### src/rtl/pc_stack_controller.sv
// Program counter and circular hardware return stack for the PIC16F core.
// Acts on one-cycle sequencing strobes from the decoder with fixed priority.
module pc_stack_controller #(
  parameter int unsigned PC_WIDTH     = 13,
  parameter int unsigned STACK_DEPTH  = 8,
  parameter logic [12:0] RESET_VECTOR = 13'h0000,
  parameter logic [12:0] INT_VECTOR   = 13'h0004
) (
  input  logic                clk,
  input  logic                rst,
  input  logic                pc_incr_en,
  input  logic                pc_j_en,
  input  logic                pc_call_en,
  input  logic                pc_ret_en,
  input  logic                pc_int_en,
  input  logic                pcl_wr_en,
  input  logic [7:0]          pcl_wr_data,
  input  logic [10:0]         j_addr,
  input  logic [4:0]          pclath,
  output logic [PC_WIDTH-1:0] pc_out,
  output logic [PC_WIDTH-1:0] tos,
  output logic [3:0]          stack_depth,
  output logic                stack_overflow,
  output logic                stack_underflow
);

  localparam int unsigned SP_W = $clog2(STACK_DEPTH);
  localparam logic [3:0]  FULL = 4'(STACK_DEPTH);

  typedef enum logic [2:0] {
    ACT_NONE,
    ACT_INT,
    ACT_RET,
    ACT_CALL,
    ACT_PCL,
    ACT_JMP,
    ACT_INC
  } act_e;

  logic [PC_WIDTH-1:0] stack [STACK_DEPTH];
  logic [SP_W-1:0]     sp, sp_next, sp_top;
  logic [PC_WIDTH-1:0] pc_next, pc_plus1, push_data, jmp_target;
  logic [3:0]          depth_next;
  logic                push, ovf_set, unf_set;
  act_e                act;

  assign sp_top     = sp - SP_W'(1);
  assign tos        = stack[sp_top];
  assign pc_plus1   = pc_out + PC_WIDTH'(1);
  assign jmp_target = {pclath[4:3], j_addr};

  always_comb begin
    act = ACT_NONE;
    if (pc_int_en)       act = ACT_INT;
    else if (pc_ret_en)  act = ACT_RET;
    else if (pc_call_en) act = ACT_CALL;
    else if (pcl_wr_en)  act = ACT_PCL;
    else if (pc_j_en)    act = ACT_JMP;
    else if (pc_incr_en) act = ACT_INC;
  end

  always_comb begin
    pc_next    = pc_out;
    sp_next    = sp;
    depth_next = stack_depth;
    push       = 1'b0;
    push_data  = '0;
    ovf_set    = 1'b0;
    unf_set    = 1'b0;
    case (act)
      ACT_INT: begin
        push      = 1'b1;
        push_data = pc_out;
        pc_next   = INT_VECTOR;
      end
      ACT_CALL: begin
        push      = 1'b1;
        push_data = pc_plus1;
        pc_next   = jmp_target;
      end
      ACT_RET: begin
        // Underflowing pop still loads whatever the slot holds and wraps sp.
        pc_next = tos;
        sp_next = sp_top;
        if (stack_depth == 4'd0) unf_set = 1'b1;
        else                     depth_next = stack_depth - 4'd1;
      end
      ACT_PCL: pc_next = {pclath, pcl_wr_data};
      ACT_JMP: pc_next = jmp_target;
      ACT_INC: pc_next = pc_plus1;
      default: ;
    endcase
    if (push) begin
      sp_next = sp + SP_W'(1);
      if (stack_depth == FULL) ovf_set = 1'b1;
      else                     depth_next = stack_depth + 4'd1;
    end
  end

  always_ff @(posedge clk) begin
    if (rst) begin
      pc_out          <= RESET_VECTOR;
      sp              <= '0;
      stack_depth     <= '0;
      stack_overflow  <= 1'b0;
      stack_underflow <= 1'b0;
      for (int unsigned i = 0; i < STACK_DEPTH; i++) stack[i] <= '0;
    end else begin
      pc_out      <= pc_next;
      sp          <= sp_next;
      stack_depth <= depth_next;
      if (ovf_set) stack_overflow  <= 1'b1;
      if (unf_set) stack_underflow <= 1'b1;
      if (push)    stack[sp]       <= push_data;
    end
  end

endmodule
### config.mk
export PLATFORM = sky130hd
export DESIGN_NAME = pc_stack_controller
export DESIGN_NICKNAME = d
export VERILOG_FILES = /design/src/rtl/pc_stack_controller.sv
export SDC_FILE = /design/constraint.sdc
export NUM_CORES = 1
export LEC_CHECK = 0
export BUFFER_PORTS_ARGS = -buffer_cell sky130_fd_sc_hd__buf_4
export CAP_MARGIN = 20
export CORE_MARGIN = 8
export CORE_UTILIZATION = 40
export CTS_CLUSTER_DIAMETER = 30
export DETAILED_ROUTE_END_ITERATION = 10
export GPL_TIMING_DRIVEN = 0
export SYNTH_ARGS = -nofsm -noshare
export SYNTH_HDL_FRONTEND = slang
export SYNTH_SLANG_ARGS = --single-unit
### constraint.sdc
create_clock -name clk -period 4.6 [get_ports clk]
set_clock_uncertainty 0.15 [all_clocks]
set_input_delay 0 -clock clk [delete_from_list [all_inputs] [get_ports clk]]
set_output_delay 0 -clock clk [all_outputs]
set_load 0.02 [all_outputs]
==> reports/results.tsv <==
metric	value	unit
R2R setup slack	0.29	ns
critical-path cell list	buf_2 -> buf_4 -> inv_1 -> ha_1 -> xor2_4 -> mux4_1 -> and3_1 -> a221oi_1 -> dlygate4sd3_1 -> a31oi_1 -> dlygate4sd3_1	
simple-gate share of the synthesized area	0.1539	
Num CTS Buffers	17	
synthesized instance count	520	
sequential area share after synthesis	0.5775	
type of origin of the critical path	flip-flop	
Max Fclk	232.1	MHz
Rel. slew slack	0.3984	
Worst path top cell family by delay	buffers and inverters	
Layout area overhead	26.91	%
Clk pwr share	0.392	
Die ar.	0.01966	sq mm
vias in the first global route	4719	
Final Instance Area	0.007831	sq mm
die height	140.2	microns
most frequent cells in the layout	nor2_1, edfxtp_1, buf_4, nand2_1, dlygate4sd3_1	
Post-Place Cell Area	0.006879	sq mm
Synth cell types	51	
root buf cell	clkbuf_16	
Fin. Hold Viols	0	
main combinational cell family by area after synthesis	simple AND/OR/NAND/NOR gates	
ys async rst share	0	
Port Buffer Count	63	
CP endpoint kind	flip-flop	
vias	4681	
Initial Util	0.4074	
GP Congestion	0.8812	
Hold Crit Class	in -> reg	
multiplexer area fraction after synthesis	0.1200	
Core Area	0.01515	sq mm
Max Transition Viols Final	0	
cts repair resizes	0	
EDFF count, synth	104	
post-synthesis compound-gate area fraction	0.08435	
insertion delay to the later sink of the worst-skew pair	0.42	ns
P_int	2.483	mW
hold path cells	3	
pwr dens	440.3	mW/mm^2
Sw Share	0.2797	
Adder-Cell Fraction of Synth Area	0.01014	
drt pass-1 iters	5	
NetSw	0.9645	mW
VDD IR max	276.5	uV
synthesized cell area	0.006171	sq mm
max cap viols	0	
antenna cells	0	
most common cell after layout, fill and taps aside	nor2_1	
CP max stage cell	mux4_1	
Total GRT Usage	0.1799	
Synth Area in XOR/XNOR	0.02433	
final setup violating endpoints	0	
I/O pins	64	
RR Startpoint	sp[0]	
r2r endpoint	pc_out[9]	
NumNets Final	675	
initial antenna violation count	0	
critical path class	reg -> reg	
Synth Flop Type	edfxtp_1	
FF-to-FF path depth	11	
Chip Width	140.2	microns
post-synth top area share	0.5061	
pin count of the biggest net entering global routing	17	
crit share post-route	0.9366	
fin crit period	4.309	ns
# clock sinks	126	
CP Data Required Time	4.75	ns
Crit. path cell count	11	
DP HPWL	12140	microns
min-delay src	rst	
first-pass GRT wire length	27070	microns
Avg WL per Cell	20.64	microns
Critical Path Max Stage Delay	0.65	ns
Initial DRC Count	503	
CP Max Fanout	10	
Combinational Power Share	0.215	
Bufs and invs on worst path	5	
CTS Buffer Depth	2	
CTS tree	built	
routed vias/inst	5.579	
YS warnings	0	
largest cells by area after synthesis	edfxtp_1, nor2_1, dfxtp_1	
#FFs+latches synth	126	
Worst-path clk slew	0.06	ns
CP most frequent cell	dlygate4sd3_1	
share of cells above drive strength 1	0.2181	
Mapped Nets	557	
drt drc	0	
biggest area consumer among synthesized cells	edfxtp_1	
ANT nets after route	0	
Data arrival, critical path	4.46	ns
Least-Margin Pin Slew	0.9024	ns
routed wire length	17320	microns
status	finished, final reports clean	
RSZ-0062 raised after global routing	false	
GRT overflow	0	
Leakage Power	2.801	nW
register share of total power	0.393	
Total Neg Setup Slack	0	ns
Worst Hold Endpoint	stack_underflow	
Post-Syn Area per Cell	11.87	sq um
H-tree Lvls	4	
row count	45	
synthesized netlist by cell type, types with 3 or more instances:
cell,count
nor2_1,122
edfxtp_1,104
nand2_1,34
clkbuf_1,28
dfxtp_1,22
a21oi_1,20
mux4_2,19
mux2_2,12
nand2b_1,11
nand3_1,11
o21ai_0,10
a222oi_1,9
a31oi_1,9
xnor2_1,9
inv_1,8
nor3_1,8
a22oi_1,7
buf_2,6
mux4_1,6
ha_1,5
nand4_1,5
xor2_1,5
a221oi_1,4
and3_1,4
nor2b_1,4
o21a_1,3
or2_2,3
worst max-delay path by stage:
stage                       to  slack, ns  startpoint
floorplan           pc_out[11]       1.70       sp[0]
global placement     pc_out[5]       1.19       sp[0]
detailed placement   pc_out[5]       1.20       sp[0]
CTS                  pc_out[5]       0.15       sp[0]
global route         pc_out[9]       0.11       sp[0]
finish               pc_out[9]       0.29       sp[0]
cell type report:
cell class | instances | area, sq um
inverter | 8 | 30.03
timing repair buffer | 100 | 830.8
clock buffer | 18 | 429.2
clock inverter | 14 | 168.9
tap | 188 | 235.2
sequential | 126 | 3563
multi-input combinational | 350 | 2424
buffer | 35 | 150.1
fill | 1325 | 7315
cell families (layout without fill, tap and decap cells):
| group | after synthesis | after routing |
|---|---|---|
| compound gates | 76 | 76 |
| fa+ha+maj | 5 | 5 |
| mux | 39 | 39 |
| buf+inv | 44 | 175 |
| xor+xnor | 15 | 15 |
| flops | 126 | 126 |
| simple gates | 215 | 215 |
per-layer routing:
metal	vias to the layer above	track usage	wire length, microns
li1	2180	-	-
met1	2299	0.2281	7588
met2	182	0.2947	8263
met3	20	0.04859	1265
met4	0	0.05429	200
met5	-	0	0
registers in the layout (all words and copies together), names as in the netlist:
name and count:
pc_out 13, sp 3, stack 104, stack_depth 4, stack_overflow 1, stack_underflow 1
tightest hold or removal path, stage by stage:
cell and delay [ns]:
buf_4 0.13, clkbuf_1 0.25, nor2_1 0.15
power by group through the flow:
stage | combinational (mW) | sequential (mW) | clock, mW
global placement | 0.690 | 1.37 | 0
global route | 0.795 | 1.36 | 1.42
CTS | 0.726 | 1.35 | 1.36
detailed placement | 0.697 | 1.38 | 0
floorplan | 0.422 | 1.39 | 0
finish | 0.742 | 1.35 | 1.35
what timing repair did:
item,4_1_cts,5_1_grt
hold buffers,32,0
setup endpoints to repair,0,2
setup buffers,0,5
hold endpoints to repair,15,0
metrics by stage:
step	cells	hold slack (ns)	utilization	power [mW]	setup WS, ns
global placement	771	0.1429	0.4542	2.061	1.195
floorplan	520	0.02444	-	1.808	1.699
finish	839	0.001798	0.5171	3.448	0.2914
CTS	835	0.005431	0.5148	3.441	0.1515
detailed placement	771	0.1482	0.4542	2.074	1.197
global route	839	0.02788	0.5171	3.574	0.1082
No activity file was read; power rests on OpenSTA's default activity.
